==> config.mk <==
export PLATFORM = sky130hd
export DESIGN_NAME = mem2axi_master_flat
export DESIGN_NICKNAME = d
export VERILOG_FILES = /design/src/rtl/mem2axi_master_if.sv /design/src/rtl/mem2axi_master.sv /design/src/flat_wrapper.sv
export SDC_FILE = /design/constraint.sdc
export NUM_CORES = 1
export LEC_CHECK = 0
export CORE_MARGIN = 2
export CORE_UTILIZATION = 36
export CTS_BUF_LIST = sky130_fd_sc_hd__clkbuf_16
export DETAILED_ROUTE_END_ITERATION = 8
export GPL_TIMING_DRIVEN = 1
export PLACE_DENSITY = 0.86
export SYNTH_ARGS = -nofsm -noshare
export SYNTH_HDL_FRONTEND = slang
export SYNTH_SLANG_ARGS = --single-unit
==> constraint.sdc <==
create_clock -name clk -period 3.8 [get_ports clk]
set_clock_uncertainty 0.1 [all_clocks]
set_input_delay 0.76 -clock clk [delete_from_list [all_inputs] [get_ports clk]]
set_output_delay 0.76 -clock clk [all_outputs]
set_load 0.05 [all_outputs]
==> src/rtl/mem2axi_master_if.sv <==
// axi_lite_if: AXI4-Lite channel bundle (AR, R, AW, W, B).
//   master modport: drives arvalid/araddr, rready, awvalid/awaddr,
//                   wvalid/wdata/wstrb, bready; observes the readies,
//                   rvalid/rdata/rresp and bvalid/bresp.
//   slave modport:  the mirror image.
interface axi_lite_if #(
  parameter int ADDR_W = 32,
  parameter int DATA_W = 32
);
  logic                  arvalid;
  logic                  arready;
  logic [ADDR_W-1:0]     araddr;
  logic                  rvalid;
  logic                  rready;
  logic [DATA_W-1:0]     rdata;
  logic [1:0]            rresp;
  logic                  awvalid;
  logic                  awready;
  logic [ADDR_W-1:0]     awaddr;
  logic                  wvalid;
  logic                  wready;
  logic [DATA_W-1:0]     wdata;
  logic [DATA_W/8-1:0]   wstrb;
  logic                  bvalid;
  logic                  bready;
  logic [1:0]            bresp;

  modport master (
    output arvalid, araddr, rready, awvalid, awaddr, wvalid, wdata, wstrb, bready,
    input  arready, rvalid, rdata, rresp, awready, wready, bvalid, bresp
  );

  modport slave (
    input  arvalid, araddr, rready, awvalid, awaddr, wvalid, wdata, wstrb, bready,
    output arready, rvalid, rdata, rresp, awready, wready, bvalid, bresp
  );
endinterface

==> src/rtl/mem2axi_master.sv <==
// mem2axi_master: bridges a simple single-outstanding core memory request
// port onto an AXI4-Lite master.
//   clk, rst      : clock, synchronous active-high reset
//   req_*         : core request (valid/ready handshake, wen, addr, wdata, wstrb)
//   rsp_*         : one-cycle completion pulse with read data and error flag
//   axi           : AXI4-Lite master port
//
// state      | meaning
// -----------+-----------------------------------------------
// ST_IDLE    | ready for a core request
// ST_AR      | read address offered, waiting for arready
// ST_R       | waiting for read data (rvalid)
// ST_AW_W    | write address and data both offered
// ST_W_ONLY  | address taken, data still offered
// ST_AW_ONLY | data taken, address still offered
// ST_B       | waiting for write response (bvalid)
module mem2axi_master #(
  parameter int ADDR_W = 32,
  parameter int DATA_W = 32
) (
  input  logic                clk,
  input  logic                rst,
  input  logic                req_valid,
  output logic                req_ready,
  input  logic                req_wen,
  input  logic [ADDR_W-1:0]   req_addr,
  input  logic [DATA_W-1:0]   req_wdata,
  input  logic [DATA_W/8-1:0] req_wstrb,
  output logic                rsp_valid,
  output logic [DATA_W-1:0]   rsp_rdata,
  output logic                rsp_err,
  axi_lite_if.master          axi
);

  typedef enum logic [2:0] {
    ST_IDLE    = 3'd0,
    ST_AR      = 3'd1,
    ST_R       = 3'd2,
    ST_AW_W    = 3'd3,
    ST_W_ONLY  = 3'd4,
    ST_AW_ONLY = 3'd5,
    ST_B       = 3'd6
  } state_t;

  state_t              state, state_n;
  logic [ADDR_W-1:0]   addr_q;
  logic [DATA_W-1:0]   wdata_q;
  logic [DATA_W/8-1:0] wstrb_q;
  logic                wen_q;

  always_ff @(posedge clk) begin
    if (rst) begin
      state   <= ST_IDLE;
      addr_q  <= '0;
      wdata_q <= '0;
      wstrb_q <= '0;
      wen_q   <= 1'b0;
    end else begin
      state <= state_n;
      if (state == ST_IDLE && req_valid) begin
        addr_q  <= req_addr;
        wdata_q <= req_wdata;
        wstrb_q <= req_wstrb;
        wen_q   <= req_wen;
      end
    end
  end

  always_comb begin
    state_n     = state;
    req_ready   = 1'b0;
    rsp_valid   = 1'b0;
    rsp_rdata   = '0;
    rsp_err     = 1'b0;
    axi.arvalid = 1'b0;
    axi.rready  = 1'b0;
    axi.awvalid = 1'b0;
    axi.wvalid  = 1'b0;
    axi.bready  = 1'b0;
    // Payloads come straight from the capture registers, so they cannot
    // move while a valid is waiting for its ready.
    axi.araddr  = addr_q;
    axi.awaddr  = addr_q;
    axi.wdata   = wdata_q;
    axi.wstrb   = wstrb_q;

    case (state)
      ST_IDLE: begin
        req_ready = 1'b1;
        if (req_valid) state_n = req_wen ? ST_AW_W : ST_AR;
      end
      ST_AR: begin
        axi.arvalid = 1'b1;
        if (axi.arready) state_n = ST_R;
      end
      ST_R: begin
        axi.rready = 1'b1;
        if (axi.rvalid) begin
          rsp_valid = 1'b1;
          // wen_q is always 0 here; the guard keeps write data paths from
          // ever exposing rdata.
          rsp_rdata = wen_q ? '0 : axi.rdata;
          rsp_err   = (axi.rresp != 2'b00);
          state_n   = ST_IDLE;
        end
      end
      ST_AW_W: begin
        axi.awvalid = 1'b1;
        axi.wvalid  = 1'b1;
        case ({axi.awready, axi.wready})
          2'b11:   state_n = ST_B;
          2'b10:   state_n = ST_W_ONLY;
          2'b01:   state_n = ST_AW_ONLY;
          default: state_n = ST_AW_W;
        endcase
      end
      ST_W_ONLY: begin
        axi.wvalid = 1'b1;
        if (axi.wready) state_n = ST_B;
      end
      ST_AW_ONLY: begin
        axi.awvalid = 1'b1;
        if (axi.awready) state_n = ST_B;
      end
      ST_B: begin
        axi.bready = 1'b1;
        if (axi.bvalid) begin
          rsp_valid = 1'b1;
          rsp_err   = (axi.bresp != 2'b00);
          state_n   = ST_IDLE;
        end
      end
      default: state_n = ST_IDLE;
    endcase
  end

endmodule
==> src/flat_wrapper.sv <==
// flat-port wrapper written by rule: the top's interface ports become plain ports
module mem2axi_master_flat 
#(
  parameter int ADDR_W = 32,
  parameter int DATA_W = 32
)
  (clk, rst, req_valid, req_ready, req_wen, req_addr, req_wdata, req_wstrb, rsp_valid, rsp_rdata, rsp_err, axi_arvalid, axi_araddr, axi_rready, axi_awvalid, axi_awaddr, axi_wvalid, axi_wdata, axi_wstrb, axi_bready, axi_arready, axi_rvalid, axi_rdata, axi_rresp, axi_awready, axi_wready, axi_bvalid, axi_bresp);
  axi_lite_if #(.ADDR_W(ADDR_W), .DATA_W(DATA_W)) axi_i ();
  input  logic clk;
  input  logic rst;
  input  logic req_valid;
  output logic req_ready;
  input  logic req_wen;
  input  logic [ADDR_W-1:0] req_addr;
  input  logic [DATA_W-1:0] req_wdata;
  input  logic [DATA_W/8-1:0] req_wstrb;
  output logic rsp_valid;
  output logic [DATA_W-1:0] rsp_rdata;
  output logic rsp_err;
  output wire logic [$bits(axi_i.arvalid)-1:0] axi_arvalid;
  output wire logic [$bits(axi_i.araddr)-1:0] axi_araddr;
  output wire logic [$bits(axi_i.rready)-1:0] axi_rready;
  output wire logic [$bits(axi_i.awvalid)-1:0] axi_awvalid;
  output wire logic [$bits(axi_i.awaddr)-1:0] axi_awaddr;
  output wire logic [$bits(axi_i.wvalid)-1:0] axi_wvalid;
  output wire logic [$bits(axi_i.wdata)-1:0] axi_wdata;
  output wire logic [$bits(axi_i.wstrb)-1:0] axi_wstrb;
  output wire logic [$bits(axi_i.bready)-1:0] axi_bready;
  input wire logic [$bits(axi_i.arready)-1:0] axi_arready;
  input wire logic [$bits(axi_i.rvalid)-1:0] axi_rvalid;
  input wire logic [$bits(axi_i.rdata)-1:0] axi_rdata;
  input wire logic [$bits(axi_i.rresp)-1:0] axi_rresp;
  input wire logic [$bits(axi_i.awready)-1:0] axi_awready;
  input wire logic [$bits(axi_i.wready)-1:0] axi_wready;
  input wire logic [$bits(axi_i.bvalid)-1:0] axi_bvalid;
  input wire logic [$bits(axi_i.bresp)-1:0] axi_bresp;
  assign axi_arvalid = axi_i.arvalid;
  assign axi_araddr = axi_i.araddr;
  assign axi_rready = axi_i.rready;
  assign axi_awvalid = axi_i.awvalid;
  assign axi_awaddr = axi_i.awaddr;
  assign axi_wvalid = axi_i.wvalid;
  assign axi_wdata = axi_i.wdata;
  assign axi_wstrb = axi_i.wstrb;
  assign axi_bready = axi_i.bready;
  assign axi_i.arready = axi_arready;
  assign axi_i.rvalid = axi_rvalid;
  assign axi_i.rdata = axi_rdata;
  assign axi_i.rresp = axi_rresp;
  assign axi_i.awready = axi_awready;
  assign axi_i.wready = axi_wready;
  assign axi_i.bvalid = axi_bvalid;
  assign axi_i.bresp = axi_bresp;
  mem2axi_master #(.ADDR_W(ADDR_W), .DATA_W(DATA_W)) u_core (.clk(clk), .rst(rst), .req_valid(req_valid), .req_ready(req_ready), .req_wen(req_wen), .req_addr(req_addr), .req_wdata(req_wdata), .req_wstrb(req_wstrb), .rsp_valid(rsp_valid), .rsp_rdata(rsp_rdata), .rsp_err(rsp_err), .axi(axi_i));
endmodule
==> results of run 1 <==
state kept, by name, indices dropped and copies added (netlist names):
signal             cells
u_core.axi.araddr     32
u_core.axi.wdata      32
u_core.axi.wstrb       4
u_core.state           3
u_core.wen_q           1
final cells by class:
| class | count | share of cell area [%] |
|---|---|---|
| inverter | 3 | 0.183 |
| clock inverter | 7 | 1.56 |
| timing repair buffer | 256 | 46.5 |
| multi-input combinational | 285 | 22.6 |
| clock buffer | 9 | 3.65 |
| tap | 108 | 2.19 |
| sequential | 72 | 23.4 |
through the flow:
| step | hold slack (ns) | area, sq um | worst slack, ns | total power (uW) |
|---|---|---|---|---|
| finish | 0.353 | 6170 | 0.535 | 3960 |
| global route | 0.378 | 6170 | 0.430 | 4140 |
| CTS | 0.357 | 6170 | 0.532 | 4000 |
| detailed placement | 0.348 | 5850 | 0.537 | 3090 |
| global placement | 0.341 | 5850 | 0.538 | 3050 |
| floorplan | 0.337 | 3210 | 1.18 | 2390 |
how the worst max path moves through the flow:
stage	start	to	slack, ns
floorplan	axi_rvalid	rsp_rdata[10]	1.18
global placement	axi_rvalid	rsp_err	0.54
detailed placement	axi_rvalid	rsp_err	0.54
CTS	axi_rvalid	rsp_err	0.53
global route	axi_bvalid	rsp_err	0.43
finish	axi_rvalid	rsp_err	0.54
where the power goes:
group | internal, uW | switching, uW
Sequential | 898 | 123
Combinational | 719 | 1320
Clock | 576 | 322
critical path, delay by kind of cell:
family	cells	cell delay, ns
AOI/OAI and AO/OA	2	0.26
buffers and inverters	2	1.31
and+or+nand+nor	1	0.08
layout by cell type (no fill, tap or decap), types with 2 or more instances in the layout:
cell / synthesis / final
mux2i_1: 4 / 4
a21oi_1: 71 / 71
dfxtp_1: 72 / 72
inv_1: 3 / 4
nor2_1: 8 / 8
clkbuf_16: 0 / 9
nand2b_1: 3 / 3
clkdlybuf4s50_1: 0 / 219
and2_1: 34 / 34
ha_1: 2 / 2
nor3_1: 3 / 2
buf_12: 0 / 32
clkinvlp_4: 0 / 2
buf_4: 34 / 4
o21ai_0: 2 / 2
bufinv_16: 0 / 2
nand2_1: 143 / 143
logic make-up (layout without fill, tap and decap cells):
logic type,Yosys count,in the layout,synth area share [%]
buffers and inverters,64,275,12.1
flip-flops,72,72,44.9
XOR/XNOR,1,1,0.273
AND/OR/NAND/NOR,198,198,27.3
adder cells (fa/ha/maj),2,2,0.780
AO/OA/AOI/OAI,80,80,13.5
multiplexers,4,4,1.25
synthesized netlist by cell type:
master / number
a21oi_1: 71
dfxtp_1: 72
o221ai_1: 1
nor2_1: 8
o21a_1: 1
and2_1: 34
buf_4: 34
nand3b_1: 1
buf_6: 1
or3_1: 1
xor2_1: 1
a31o_2: 1
buf_2: 9
nor2b_1: 1
a32oi_2: 1
or4bb_1: 1
nor3_2: 1
o211ai_1: 1
a211oi_1: 1
or2_2: 1
ha_1: 2
inv_1: 3
nand2b_1: 3
nor3_1: 3
clkbuf_1: 17
a41o_1: 1
nand2_1: 143
mux2i_1: 4
nand2b_4: 1
o21ai_0: 2
layer usage:
layer	global-route usage, %	vias to the layer above	wire length [um]
li1	-	1725	-
met1	21.9	1630	3930
met2	42.2	170	6020
met3	7.09	21	883
met4	10.0	0	357
met5	0	-	0
==> impl_metrics.csv, run 1 <==
group,metric,value,unit
status,outcome,"complete, no violations",
placed_design,gp_congestion,0.800,
die,io_pins,253,
detailed_routing,viasPerCell,4.79,
sta,tightest_slew,1.24,ns
critical_path,cp_slowest_stage_delay,0.81,ns
critical_path,regToRegEndpoint,"u_core.axi.araddr[6]",
flow_run,maxCapViolCount,0,
critical_path,critPathCaptureType,"output pin",
synth,synthCells,421,
global_routing,grt_max_degree,70,
cts,clk_latency,0.32,ns
synth,ys_warn_count,0,
synth,synth.avg_cell_area,7.62,sq um
synth,yosysTopAreaCell,"dfxtp_1",
power_and_ir_drop,p_leak,0.00234,uW
synth,ys_seq_elements,72,
sta,slew_headroom,17.4,%
cts,postCtsSetupBuffers,0,
finish,multiInputGateArea,1390,sq um
finish,seq_area,1440,sq um
critical_path,cp_common_cell,"clkdlybuf4s50_1",
global_routing,grt-ovfl-total,0,
cts,cts_inserted_buffers,9,
die,core-area,8680,sq um
cts,cts_root_buffer,"clkbuf_16",
detailed_routing,drcViolationCount,0,
finish,area_growth,92.3,%
critical_path,rr_worst_depth,4,
finish,fillCellCount,649,
hold_path,hold_end,"u_core.axi.wdata[14]",
detailed_routing,first_iter_violations,137,
cts,htree_levels,3,
critical_path,worstPathCellList,"clkdlybuf4s50_1 -> o21ai_0 -> o21a_1 -> nor2_1 -> clkdlybuf4s50_1",
critical_path,r2r_slack,1.38,ns
critical_path,timing.rr.start,"u_core.state[1]",
hold_path,hold_start,"u_core.axi.wdata[14]",
sta,rsz0062_at_grt,"no",
cts,path_clk_slew,0.06,ns
finish,final_nets,742,
synth,synth_top_area_share,44.9,%
finish,final_util,71.1,%
detailed_routing,ant_nets,0,
sta,period_share,85.9,%
global_routing,first_global_vias,3556,
cts,cts.sinks,72,
detailed_routing,wirelength,11200,um
synth,syn_area,3210,sq um
detailed_routing,vias,3546,
die,die_area,9680,sq um
finish,drive_above_1_share,9.34,%
critical_path,arrival,2.40,ns
cts,cts_resized,0,
sta,finalHoldViolCount,0,
sta,final_max_slew_viol_count,0,
detailed_routing,wl_per_cell,15.1,um
die,rows,34,
die,die_w,98.4,um
finish,layout.cells.non_filler,740,
synth,syn_nets,536,
placed_design,dpl.cell_count,724,
detailed_routing,drt_pass1_iterations,4,
cts,hold_buffers,0,
synth,netlist_top_cells_area,"dfxtp_1 (45%), nand2_1 (17%), a21oi_1 (11%)",
die,start_util,37.0,%
global_routing,gr-usage-all-layers,22.3,%
critical_path,crit_type,"input pin to output pin",
hold_path,whs_path_depth,2,
critical_path,crit_path_start_kind,"input pin",
placed_design,io_buffer_count,252,
critical_path,path_max_fanout,3,
critical_path,required,2.94,ns
power_and_ir_drop,p_per_area,642,nW/um^2
sta,setup_tns,0,ns
sta,final.min_clock_period,3.26,ns
cts,cts_tree,"built",
global_routing,antenna_found_initial,0,
die,die_h,98.4,um
synth,ys_seq_area_share,44.9,%
power_and_ir_drop,ir_drop,0.000288,V
finish,n_antenna_cell,0,
synth,ys_types,30,
sta,fmax,306,MHz
cts,cts_buffer_depth,2,
critical_path,crit_slowest_cell,"clkdlybuf4s50_1",
global_routing,grt_pass1_wl,17300,um
hold_path,hold_path_class,"flop to flop",
placed_design,hpwl,8810,um
sta,finalSetupViolations,0,
(Power assumes the default switching activity.)
==> inputs of run 2 (changes only) <==
--- a/config.mk
+++ b/config.mk
@@ -11,6 +11,7 @@
 export DETAILED_ROUTE_END_ITERATION = 8
 export GPL_TIMING_DRIVEN = 1
 export PLACE_DENSITY = 0.86
+export SETUP_SLACK_MARGIN = 0.5
 export SYNTH_ARGS = -nofsm -noshare
 export SYNTH_HDL_FRONTEND = slang
 export SYNTH_SLANG_ARGS = --single-unit
==> impl_metrics.csv, run 2 (synthesis results as in run 1) <==
group,metric,value,unit
status,outcome,"complete, no violations",
cts,path_clk_slew,0.06,ns
global_routing,gr-usage-all-layers,22.3,%
hold_path,hold_path_class,"flop to flop",
detailed_routing,drt_pass1_iterations,4,
hold_path,whs_path_depth,2,
power_and_ir_drop,internal_power,2190,uW
sta,slew_headroom,17.3,%
cts,cts.sinks,72,
cts,cts_tree,"built",
critical_path,crit_path_start_kind,"input pin",
die,die_w,98.4,um
die,io_pins,253,
cts,clk_latency,0.32,ns
detailed_routing,vias,3545,
placed_design,io_buffer_count,252,
critical_path,arrival,2.34,ns
global_routing,antenna_found_initial,0,
placed_design,hpwl,8810,um
power_and_ir_drop,p_per_area,641,nW/um^2
finish,final_cell_mix,"clkdlybuf4s50_1 (218), nand2_1 (143), a21oi_1 (71), dfxtp_1 (71), and2_1 (34)",
finish,layout_commonest_cell,"clkdlybuf4s50_1",
critical_path,path_max_fanout,3,
sta,final.min_clock_period,3.20,ns
die,rows,34,
finish,layout.cells.non_filler,740,
finish,n_antenna_cell,0,
finish,final_nets,742,
power_and_ir_drop,ir_drop,0.000288,V
global_routing,grt_pass1_wl,17300,um
critical_path,crit_type,"input pin to output pin",
detailed_routing,wirelength,11200,um
sta,period_share,84.3,%
critical_path,critPathCaptureType,"output pin",
detailed_routing,drcViolationCount,0,
power_and_ir_drop,clockPowerShare,22.7,%
global_routing,grt_max_degree,70,
power_and_ir_drop,switchingPower,1770,uW
power_and_ir_drop,power_frac_seq,25.8,%
global_routing,grt.met1_usage,21.9,%
global_routing,grtUsageMet3,7.09,%
sta,tightest_slew,1.24,ns
die,start_util,37.0,%
detailed_routing,first_iter_violations,137,
critical_path,rr_worst_depth,4,
die,core-area,8680,sq um
detailed_routing,ant_nets,0,
detailed_routing,wl_per_cell,15.1,um
cts,cts_root_buffer,"clkbuf_16",
finish,area_growth,92.4,%
power_and_ir_drop,p_leak,0.00236,uW
sta,rsz0062_at_grt,"no",
power_and_ir_drop,p_sw_share,44.6,%
global_routing,top_usage_layer,"met2",
cts,cts_inserted_buffers,9,
cts,htree_levels,3,
critical_path,required,2.94,ns
cts,cts_buffer_depth,2,
flow_run,maxCapViolCount,0,
global_routing,grt_util_met2,42.2,%
sta,finalSetupViolations,0,
finish,drive_above_1_share,9.49,%
sta,finalHoldViolCount,0,
die,die_area,9680,sq um
placed_design,dpl.cell_count,724,
die,die_h,98.4,um
global_routing,grt-ovfl-total,0,
placed_design,gp_congestion,0.800,
sta,setup_tns,0,ns
power_and_ir_drop,p_comb_share,51.5,%
sta,fmax,312,MHz
sta,final_max_slew_viol_count,0,
global_routing,first_global_vias,3556,
detailed_routing,viasPerCell,4.79,
finish,fillCellCount,648,
[run 2: layer usage]
| metal | wire, um | part of all wire (%) | vias up |
|---|---|---|---|
| met5 | 0 | 0 | - |
| met4 | 357 | 3.2 | 0 |
| met3 | 883 | 7.9 | 21 |
| met2 | 6020 | 54 | 170 |
| met1 | 3930 | 35 | 1629 |
| li1 | - | - | 1725 |
[run 2: layout make-up]
cell class	count	area [sq um]	area share, %
clock buffers	9	225	3.65
multi-input cells	285	1390	22.6
flip-flops and latches	72	1440	23.4
clock inverters	7	96.3	1.56
well taps	108	135	2.19
inverters	3	11.3	0.182
repair buffers	256	2870	46.5
[run 2: worst paths after layout]
kind / endpoint / start / slack (ns)
worst min-delay path: u_core.axi.wdata[14] / u_core.axi.wdata[14] / 0.35
worst max-delay path: rsp_valid / axi_rvalid / 0.60
worst min register to register: u_core.axi.wdata[14] / u_core.axi.wdata[14] / 0.35
worst max register to register: u_core.axi.araddr[6] / u_core.state[1] / 1.38
[run 2: power by group through the flow]
stage / registers (uW) / clock network (uW) / logic [uW]
final: 1020 / 897 / 2040
after global placement: 1020 / 0 / 2030
after detailed placement: 1040 / 0 / 2050
after floorplan: 1450 / 0 / 942
after global routing: 1050 / 958 / 2140
after CTS: 1020 / 920 / 2060
[run 2: critical path, stage by stage]
cell and delay [ns]:
clkdlybuf4s50_1 0.50, nand2_1 0.10, a21oi_1 0.16, clkdlybuf4s50_1 0.83
[run 2: through the flow]
stage	power (uW)	setup slack (ns)	hold WS, ns	cell area [sq um]	util, %
after global routing	4140	0.507	0.378	6170	71.1
after CTS	4000	0.532	0.357	6170	71.1
after detailed placement	3090	0.537	0.348	5850	67.4
final	3960	0.596	0.353	6170	71.1
after floorplan	2390	1.18	0.337	3210	-
after global placement	3050	0.538	0.341	5850	67.4
[run 2: what timing repair did]
| item | CTS | global route |
|---|---|---|
| hold buffers | 0 | 0 |
| gates resized for setup | 0 | 2 |
| buffers inserted | 0 | 0 |
| setup endpoints to repair | 0 | 2 |
